===== src/rtl/das_accumulator.sv =====
`default_nettype none
// ============================================================================
// Module   : das_accumulator
// Purpose  : Delay-and-sum beamformer accumulator. Takes a time-multiplexed
//            stream of already-delayed channel samples (one channel per valid
//            beat), applies a programmable signed apodization weight per
//            channel and sums the products over a frame of CHANNELS samples.
//            One beam sample is emitted per complete frame.
// Revision : 1.0 - initial release
// ----------------------------------------------------------------------------
// Ports
//   clk        : clock, rising edge
//   reset      : asynchronous reset, active low
//   din        : signed delayed sample
//   din_valid  : din qualifier
//   din_first  : marks channel 0 of a frame (qualified by din_valid)
//   w_we       : weight write strobe
//   w_addr     : weight index
//   w_data     : signed weight value
//   dout       : signed beam sum, held between frames
//   dout_valid : one-cycle pulse when dout is updated
//   frame_err  : one-cycle pulse on a framing violation
//   busy       : high while a frame is partially accepted
// ============================================================================
module das_accumulator #(
  parameter  int DATA_WIDTH   = 16,
  parameter  int CHANNELS     = 8,
  parameter  int WEIGHT_WIDTH = 8,
  localparam int CH_BITS      = $clog2(CHANNELS),
  localparam int OUT_WIDTH    = DATA_WIDTH + WEIGHT_WIDTH + CH_BITS
) (
  input  logic                           clk,
  input  logic                           reset,
  input  logic signed [DATA_WIDTH-1:0]   din,
  input  logic                           din_valid,
  input  logic                           din_first,
  input  logic                           w_we,
  input  logic        [CH_BITS-1:0]      w_addr,
  input  logic signed [WEIGHT_WIDTH-1:0] w_data,
  output logic signed [OUT_WIDTH-1:0]    dout,
  output logic                           dout_valid,
  output logic                           frame_err,
  output logic                           busy
);

  localparam int PROD_WIDTH = DATA_WIDTH + WEIGHT_WIDTH;

  typedef enum logic [0:0] {
    IDLE  = 1'b0,
    ACCUM = 1'b1
  } state_t;

  state_t                         state;
  logic        [CH_BITS-1:0]      ch_cnt;
  logic signed [WEIGHT_WIDTH-1:0] weight [CHANNELS];

  // --------------------------------------------------------------------------
  // Sample acceptance. A din_first beat always starts a new frame at channel
  // 0 (in ACCUM this also abandons the partial frame); a plain beat is only
  // taken while a frame is open.
  // --------------------------------------------------------------------------
  logic                          start;
  logic                          cont;
  logic                          accept;
  logic        [CH_BITS-1:0]     ch_sel;
  logic                          last_ch;
  logic signed [PROD_WIDTH-1:0]  prod_next;

  assign start     = din_valid & din_first;
  assign cont      = din_valid & ~din_first & (state == ACCUM);
  assign accept    = start | cont;
  assign ch_sel    = start ? '0 : ch_cnt;
  assign last_ch   = (ch_sel == CH_BITS'(CHANNELS - 1));
  // Weight is read before the edge, so a same-edge write is seen only by
  // later samples.
  assign prod_next = din * weight[ch_sel];

  // --------------------------------------------------------------------------
  // Weight register file, reset to unity gain.
  // --------------------------------------------------------------------------
  generate
    for (genvar i = 0; i < CHANNELS; i++) begin : g_weight
      always_ff @(posedge clk or negedge reset) begin
        if (!reset) begin
          weight[i] <= WEIGHT_WIDTH'(1);
        end else if (w_we && (w_addr == CH_BITS'(i))) begin
          weight[i] <= w_data;
        end
      end
    end
  endgenerate

  // --------------------------------------------------------------------------
  // Framing FSM
  // --------------------------------------------------------------------------
  always_ff @(posedge clk or negedge reset) begin
    if (!reset) begin
      state     <= IDLE;
      ch_cnt    <= '0;
      frame_err <= 1'b0;
    end else begin
      // Violation: orphan sample while idle, or restart inside a frame.
      frame_err <= din_valid & (din_first ? (state == ACCUM) : (state == IDLE));
      if (accept) begin
        if (last_ch) begin
          state  <= IDLE;
          ch_cnt <= '0;
        end else begin
          state  <= ACCUM;
          ch_cnt <= ch_sel + CH_BITS'(1);
        end
      end
    end
  end

  assign busy = (state == ACCUM);

  // --------------------------------------------------------------------------
  // Stage 1: weighted product
  // --------------------------------------------------------------------------
  logic signed [PROD_WIDTH-1:0] prod;
  logic                         p_valid;
  logic                         p_first;
  logic                         p_last;

  always_ff @(posedge clk or negedge reset) begin
    if (!reset) begin
      prod    <= '0;
      p_valid <= 1'b0;
      p_first <= 1'b0;
      p_last  <= 1'b0;
    end else begin
      p_valid <= accept;
      p_first <= accept & (ch_sel == '0);
      p_last  <= accept & last_ch;
      if (accept) begin
        prod <= prod_next;
      end
    end
  end

  // --------------------------------------------------------------------------
  // Stage 2: accumulate. Channel 0 overwrites acc, which is also how an
  // abandoned partial frame gets flushed.
  // --------------------------------------------------------------------------
  logic signed [OUT_WIDTH-1:0] prod_ext;
  logic signed [OUT_WIDTH-1:0] acc;
  logic                        a_last;

  assign prod_ext = {{CH_BITS{prod[PROD_WIDTH-1]}}, prod};

  always_ff @(posedge clk or negedge reset) begin
    if (!reset) begin
      acc    <= '0;
      a_last <= 1'b0;
    end else begin
      a_last <= p_valid & p_last;
      if (p_valid) begin
        acc <= p_first ? prod_ext : acc + prod_ext;
      end
    end
  end

  // --------------------------------------------------------------------------
  // Output register: captures the completed frame sum.
  // --------------------------------------------------------------------------
  always_ff @(posedge clk or negedge reset) begin
    if (!reset) begin
      dout       <= '0;
      dout_valid <= 1'b0;
    end else begin
      dout_valid <= a_last;
      if (a_last) begin
        dout <= acc;
      end
    end
  end

endmodule
`default_nettype wire


===== config.mk =====
export PLATFORM = sky130hd
export DESIGN_NAME = das_accumulator
export DESIGN_NICKNAME = d
export VERILOG_FILES = /design/src/rtl/das_accumulator.sv
export SDC_FILE = /design/constraint.sdc
export NUM_CORES = 1
export LEC_CHECK = 0
export BUFFER_PORTS_ARGS = -buffer_cell sky130_fd_sc_hd__buf_4
export CORE_UTILIZATION = 35
export CTS_CLUSTER_DIAMETER = 150
export DETAILED_ROUTE_END_ITERATION = 10
export GPL_ROUTABILITY_DRIVEN = 0
export GPL_TIMING_DRIVEN = 0
export PLACE_DENSITY_LB_ADDON = 0.12
export SYNTH_ARGS = -nofsm -noshare
export SYNTH_HDL_FRONTEND = slang
export SYNTH_SLANG_ARGS = --single-unit

===== constraint.sdc =====
create_clock -name clk -period 9.2 [get_ports clk]
set_input_delay 0.92 -clock clk [delete_from_list [all_inputs] [get_ports clk]]
set_output_delay 0.92 -clock clk [all_outputs]
set_load 0.05 [all_outputs]

======== Yosys cells after proc, flatten, opt, wreduce, memory -nomap -nowiden ========
Cells that the tools add are included.
word-level totals
  register bits after elaboration ......... 152
  input port bits ......................... 32
  output and inout bits ................... 30
  logic and storage cells ................. 60
operators by class
  add/sub/neg operators ................... 2
  $mul .................................... 1
  order comparisons ....................... 1
  equality and inequality tests ........... 8
  muxes and demuxes ....................... 8
  bitwise operators ....................... 11
  reductions and logical operators ........ 10
operators by type and width
  operator             number
  $add 27x24->27       1
  $mux 27              1
  $bmux 8 s3           1
  $mul 16x8->24        1
  $mux 8               2
  $eq 3x3->1 const B   5
  $logic_and 1x1->1    8
  $and 1x1->1          7
  $eq 3x2->1 const B   2
  $logic_not 3->1      2
  $mux 3               2
  $ge 4x4->1 const B   1
  $not 3->4            1
  $add 3x1->3 const B  1
  $eq 3x1->1 const B   1
  $mux 1               2
  $not 1->1            2
  $or 1x1->1           1

======== Longest topological paths before layout ========
Gate-level depths: netlist of the first run.
  depth in word-level cells ............... 7
  mapped depth ............................ 28
  mapped depth without buffers ............ 26

======== Least setup slack after synthesis of the first run ========
No wires, ideal clock.
  path type ............................... input to register
  from .................................... in din_first
  to ...................................... reg prod[21]
  setup time .............................. 0.125 ns
  data arrival time ....................... 6.189 ns
  data required time ...................... 9.075 ns
  slack ................................... 2.886 ns
  stages .................................. 25
  path buffers ............................ 2
  path through ............................ nand2_1 and2_1 inv_2 buf_2 a221oi_1 nor3_1 a31oi_2 buf_2 nor2_1 fa_1 fa_1 fa_1 inv_1 fa_1 inv_1 ha_1 o21a_1 o21a_1 nor2_1 a211oi_1 a22oi_2 a21oi_1 a21oi_1 xnor2_1 mux2_2
between the ends
  word-level cells in the longest chain between the ends .. 7
  elaborated cells on any way between the ends .. 11
  classes of those cells .................. mul: 1; mux: 4; bitwise: 6
RTL lines
  item                                       line  text
  from (decl)                                36    input logic din_first,
  $and 1x1->1                                69    assign start = din_valid & din_first;
  $mux 3                                     72    assign ch_sel = start ? '0 : ch_cnt;
  $not 3->4 (implied by the code)            76    assign prod_next = din * weight[ch_sel];
  $bmux 8 s3                                 76
  $mux 8 (implied by the code) (2 in a row)  76
  $mul 16x8->24                              76
  to (signal assigned)                       137   prod <= prod_next;
  to (decl)                                  121   logic signed [PROD_WIDTH-1:0] prod;
Parallel ways exist; a longest one is shown, timed or not. The select of a mux whose other input is x is not followed.
A chain may end at the register's enable or synchronous reset.

======== Final worst setup path of the first run ========
Ends and elaborated chain as after synthesis.

==> metrics.md, run 1 <==
| Metric | Value |
|---|---|
| Grt ovf | 0 |
| Max-Cap Viols | 0 |
| Post-CTS Resized | 0 |
| Worst-skew pair later-pin latency | 0.44 ns |
| Fmax | 0.140 GHz |
| Syn-to-layout area delta | 13.8% |
| Slew at the pin with the worst max-slew slack | 1.09 ns |
| Ys flop type | dfrtp_1 |
| Final Max Tran Viols | 0 |
| Die width | 188 um |
| Syn avg cell area | 9.92 sq um |
| Number of global-route vias before repair | 9,034 |
| Max FO, Critical Path | 10 |
| Reg2reg path depth | 24 |
| Height of the die | 188 um |
| Sequential area share after synthesis | 31.3% |
| Drt wl/cell | 16.8 um |
| Clk sink count | 152 |
| Slowest stage delay, CP | 0.56 ns |
| Outcome | complete, no violations |
| N_diodes | 0 |
| Hold Path Cell Cnt | 0 |
| Yosys reg bits | 152 |
| Filler cell count in the final layout | 3,418 |
| Critical path cell sequence | buf_4, nand2_1, nand2_1, clkbuf_1, nor3_1, a31oi_2, buf_2, nor2_1, fa_1, fa_1, fa_1, inv_1, fa_1, inv_1, ha_1, o21a_1, o21a_1, nor2_1, a211oi_1, a22oi_2, a21oi_1, a21oi_1, xnor2_1, mux2_2 |
| Global-route wire length before repair | 49,600 um |
| Setup TNS | 0 ns |
| Post-CTS setup buffers | 0 |
| Hold Vio Cnt, Final | 0 |
| CTS tree | done |
| H-tree depth | 4 |
| Worst R2R Start | ch_cnt[0]$_DFFE_PN0P_ |
| Layout cells sized above 1 | 16.8% |
| Mapped Area | 12,200 sq um |
| Clk buf depth | 2 |
| Max_slew headroom | 27.3% |
| Clock Skew | 0.00979 ns |
| Core Area | 33,900 sq um |
| Synth top area share | 29.6% |
| CP startpoint kind | input port |
| Root buffer cell | clkbuf_16 |
| Most common cell on crit path | fa_1 |
| Number of I/O pins | 62 |
| R2R setup slack | 2.26 ns |
| Die Area | 35,500 sq um |
| Async set-reset flop share out of synthesis | 100% |
| Tmin final | 7.16 ns |
| Nets | 1,514 |
| DRC errors left | 0 |
| DR pass1 iterations | 6 |
| RSZ-0062 raised after global routing | false |
| Top-count cell post-synth | dfrtp_1 |
| Final setup violation count | 0 |
| Syn Nets | 1,436 |
| Antenna-violating nets left | 0 |
| Initial antenna violation count | 0 |
| Routed wire length | 29,700 um |
| Hold Startpoint | a_last$_DFF_PN0_ |
| Vias per cell | 4.91 |
| Initial drt markers | 453 |
| Synth warnings | 0 |
| Reg clk slew, reported paths | 0.06 ns |
| Worst Path Arrival | 7.49 ns |
| Synth area leaders | dfrtp_1 (30%), fa_1 (17%), mux2_2 (8.7%) |
| Cells after Synth | 1,226 |
| Overall routing resource usage | 17.9% |
| Largest net degree at the start of global routing | 88 |
| Port bufs | 57 |
| Crit path buffers/inverters | 5 |
| Final HPWL DP | 22,600 um |
| Period utilization | 77.8% |
| Hold path endpoint | dout_valid$_DFF_PN0_ |
| Initial Util | 35.9% |
| Cell variety after synth | 59 |
| Worst Setup Path Type | input port to flip-flop |
| EDFF count, synth | 0 |
| Yosys top cell by area | dfrtp_1 |
| RR Endpoint | prod[21]$_DFFE_PN0P_ |
| Crit path capture type | flip-flop |
| Vias | 8,660 |
| Hold/Removal Path Class | flip-flop to flip-flop |
| Cell row count | 67 |
| Delay-heaviest family, CP | adder cells |
| Worst EP required | 9.53 ns |
| CTS buffer count | 17 |
| Commonest cells post-synth | dfrtp_1 (144), inv_1 (140), nand2_1 (113) |
| Critical-path top delay cell | clkbuf_1 |
| # hold bufs at CTS | 0 |
==> worst max path at each step <==
| stage | from | endpoint | slack (ns) | depth (start not counted) |
|---|---|---|---|---|
| after floorplan | din_first | prod[21]$_DFFE_PN0P_ | 2.89 | 25 |
| after global placement | din_first | prod[21]$_DFFE_PN0P_ | 1.47 | 24 |
| after detailed placement | din_first | prod[21]$_DFFE_PN0P_ | 1.43 | 24 |
| after CTS | din_first | prod[21]$_DFFE_PN0P_ | 1.87 | 24 |
| after global routing | din_first | prod[21]$_DFFE_PN0P_ | 1.54 | 24 |
| final | din_first | prod[21]$_DFFE_PN0P_ | 2.04 | 24 |
==> placed cells by master, fill, tap and decap left out, types with 8 or more instances in the layout <==
master     count
inv_1        140
a21oi_1       62
nor2_1        57
dfstp_2        8
a221oi_1      16
xor2_1        17
mux2_2        94
o21ai_0       48
buf_4         57
a21o_1        21
dfrtp_1      144
nor3_1        12
buf_2         11
nand3_1       26
nand2_1      113
a31oi_1       13
nand2b_1      23
nor2b_1       76
fa_1         104
clkbuf_16     17
xnor2_1       27
and2_1        26
ha_1          74
clkbuf_1      26
==> kinds of logic after synthesis <==
group | after synthesis | synth area share, %
muxes | 101 | 9.29
and+or+nand+nor | 359 | 14.8
buffers and inverters | 186 | 5.91
DFF | 152 | 31.3
xor gates and xnor gates | 44 | 3.17
AOI/OAI and AO/OA | 206 | 10.8
adders and majority gates | 178 | 24.7
==> per-layer routing <==
layer  up-vias  part of all wire [%]  track usage (%)
li1       4252                     -                -
met1      4282                    51             25.6
met2       105                    45             28.3
met3        21                   2.2             2.50
met4         0                   1.3             4.71
met5         -                     0                0
==> sequential cells by signal, summed over array words and instances, names as in the netlist <==
register and count:
a_last 1, dout_valid 1, dout 27, p_valid 1, prod 24, p_first 1
frame_err 1, ch_cnt 3, weight 64, busy 1, p_last 1, acc 27
==> area by class of cell <==
type	instances	area, sq um	share of cell area (%)
clock buffer	19	453	3.27
clock inverter	12	191	1.38
multi-input combinational	888	7630	55.1
sequential	152	3810	27.6
inverter	142	533	3.85
timing repair buffer	59	470	3.40
tap	448	561	4.05
buffer	44	186	1.35
==> metrics by stage <==
stage               setup slack (ns)  utilization, %  cells  hold WS [ns]  instance area (sq um)
finish                          2.04            40.9   1764         0.380                  13800
global route                    1.54            40.9   1764         0.390                  13800
CTS                             1.87            40.8   1763         0.384                  13800
detailed placement              1.43            38.9   1732         0.365                  13200
global placement                1.47            38.8   1731         0.356                  13200
floorplan                       2.89               -   1226         0.352                  12200
Power of run 1 is left out: the tool's default activity adds up to more than one toggle a clock period on the data nets, which glitch-free logic cannot reach.
==> run 2: changes to the inputs <==
- clock period: 9.2 -> 6 ns (I/O delays scaled with it)
==> run 2 against run 1 <==
  * Sequential share of layout area is 1.5 points lower
  * Worst setup slack worse by 1.8 ns
  * Register-to-register slack worse by 2.0 ns
  * Global-route usage is 0.33 points higher
  * Critical path type is now flip-flop to flip-flop
  * Critical endpoint is now prod[23]$_DFFE_PN0P_
  * Highest routed layer unchanged
==> metrics.md, run 2 (synthesized netlist as in run 1, its figures left out) <==
| Metric | Value |
|---|---|
| Vias per cell | 4.90 (-0.19%) |
| Worst-case hold slack | 0.0990 ns (-0.281 ns) |
| Clk buf depth | 2 (unchanged) |
| Max_slew headroom | 40.4% (+13 points) |
| Setup TNS | 0 ns (unchanged) |
| DR pass1 iterations | 5 (-1) |
| Slowest stage delay, CP | 0.56 ns (about the same) |
| Max-Cap Viols | 0 (unchanged) |
| Crit path capture type | flip-flop |
| Reg2reg path depth | 26 (+8.3%) |
| Cell row count | 67 (unchanged) |
| Hold/Removal Path Class | input port to async pin |
| Height of the die | 188 um (unchanged) |
| Antenna-violating nets left | 0 (unchanged) |
| Syn-to-layout area delta | 20.5% |
| Placed Instances | 1,732 (unchanged) |
| Global-route wire length before repair | 50,400 um (+1.6%) |
| Reg clk slew, reported paths | 0.07 ns (about the same) |
| Die width | 188 um (unchanged) |
| Period utilization | 96.1% |
| DRC errors left | 0 (unchanged) |
| Port bufs | 57 (unchanged) |
| Largest net degree at the start of global routing | 88 (unchanged) |
| Placed cell area | 13,200 sq um (unchanged) |
| H-tree depth | 4 (unchanged) |
| Area of the multi-input gates | 8030 sq um (+5.2%) |
| Reg area | 3810 sq um (unchanged) |
| Most common cell after layout, fill and taps aside | dfrtp_1 |
| Outcome | complete, no violations |
| Drt wl/cell | 17.0 um (+1.1%) |
| Root buffer cell | clkbuf_16 |
| Worst Setup Path Type | flip-flop to flip-flop |
| Final Max Tran Viols | 0 (unchanged) |
| Most common cell on crit path | fa_1 |
| Grt ovf | 0 (unchanged) |
| Worst EP required | 6.30 ns (-3.23 ns) |
| Initial drt markers | 436 (-3.8%) |
| CP startpoint kind | flip-flop |
| Overall routing resource usage | 18.2% (+0.33 points) |
| Reg with most FFs | weight |
| Initial antenna violation count | 0 (unchanged) |
| Hold Vio Cnt, Final | 0 (unchanged) |
| Routed wire length | 30,600 um (+3.0%) |
| Max reg flops | 64 (unchanged) |
| Initial Util | 35.9% (unchanged) |
| Top flop regs | weight: 64 flops, acc: 27 flops, dout: 27 flops |
| N_diodes | 0 (unchanged) |
| Layout cells sized above 1 | 23.1% (+6.3 points) |
| Vias | 8,805 (+1.7%) |
| Worst-skew pair later-pin latency | 0.44 ns (about the same) |
| Clk sink count | 152 (unchanged) |
| CTS tree | done |
| Most frequent cells in the layout | dfrtp_1 (144), inv_1 (138), nand2_1 (111), fa_1 (102), mux2_2 (94) |
| Nets | 1,547 (+2.2%) |
| Design Area, Final | 14,700 sq um (+5.9%) |
| Tmin final | 5.77 ns |
| Worst Path Arrival | 6.07 ns (-1.42 ns) |
| Core Area | 33,900 sq um (unchanged) |
| Number of I/O pins | 62 (unchanged) |
| Max FO, Critical Path | 8 (-2) |
| Critical-path top delay cell | fa_1 |
| Filler cell count in the final layout | 3,347 (-2.1%) |
| CTS buffer count | 17 (unchanged) |
| Die Area | 35,500 sq um (unchanged) |
| Final HPWL DP | 22,600 um (unchanged) |
| Fmax | 0.173 GHz |
| Clock Skew | 0.0115 ns (+0.00169 ns) |
| Slew at the pin with the worst max-slew slack | 0.889 ns (-0.196 ns) |
| Number of global-route vias before repair | 9,168 (+1.5%) |
| Non-Filler Instances | 1,797 (+1.9%) |
| Final setup violation count | 0 (unchanged) |
[run 2: worst max-delay path, delay by kind of cell, from the launching register on]
kind            cells  cell delay, ns
simple gates        7            1.05
buf+inv             8            0.82
compound gates      5            0.96
fa+ha+maj           5            2.26
flops               1            0.36
xor+xnor            1            0.17
[run 2: area by class of cell]
class / count / share of cell area (%)
Sequential cell: 152 / 26.0
Tap cell: 448 / 3.82
Clock inverter: 12 / 1.31
Clock buffer: 19 / 3.09
Multi-Input combinational cell: 888 / 54.8
Timing Repair Buffer: 92 / 5.34
Buffer: 44 / 1.91
Inverter: 142 / 3.71
[run 2: worst paths after layout]
kind | startpoint | endpoint | slack (ns)
worst max-delay path | ch_cnt[0]$_DFFE_PN0P_ | prod[23]$_DFFE_PN0P_ | 0.23
worst min-delay path | reset | dout[2]$_DFFE_PN0P_ | 0.1
worst max register to register | ch_cnt[0]$_DFFE_PN0P_ | prod[23]$_DFFE_PN0P_ | 0.23
worst min register to register | a_last$_DFF_PN0_ | dout_valid$_DFF_PN0_ | 0.38
max in group asynchronous | reset | weight[48]$_DFFE_PN1P_ | 5.07
min in group clk | din_valid | busy$_DFFE_PN0P_ | 0.37
[run 2: what timing repair did]
item | CTS | global route
gates resized for setup | 54 | 66
cloned | 0 | 1
hold buffers | 0 | 0
pin swaps | 5 | 22
setup buffers | 22 | 10
endpoints found under the setup margin | 16 | 10
[run 2: layer usage]
layer / share of wire, % / GRT usage, %
met2: 46 / 29.3
met1: 50 / 25.8
met3: 2.3 / 2.50
met5: 0 / 0
met4: 1.1 / 4.62
[run 2: per-stage QoR]
step	setup WS [ns]	utilization, %
detailed placement	-1.45	38.9
CTS	0.00110	42.2
floorplan	0.00582	-
global route	-0.0508	43.3
global placement	-1.41	38.8
finish	0.233	43.3
Power of run 2 is left out for the same reason.
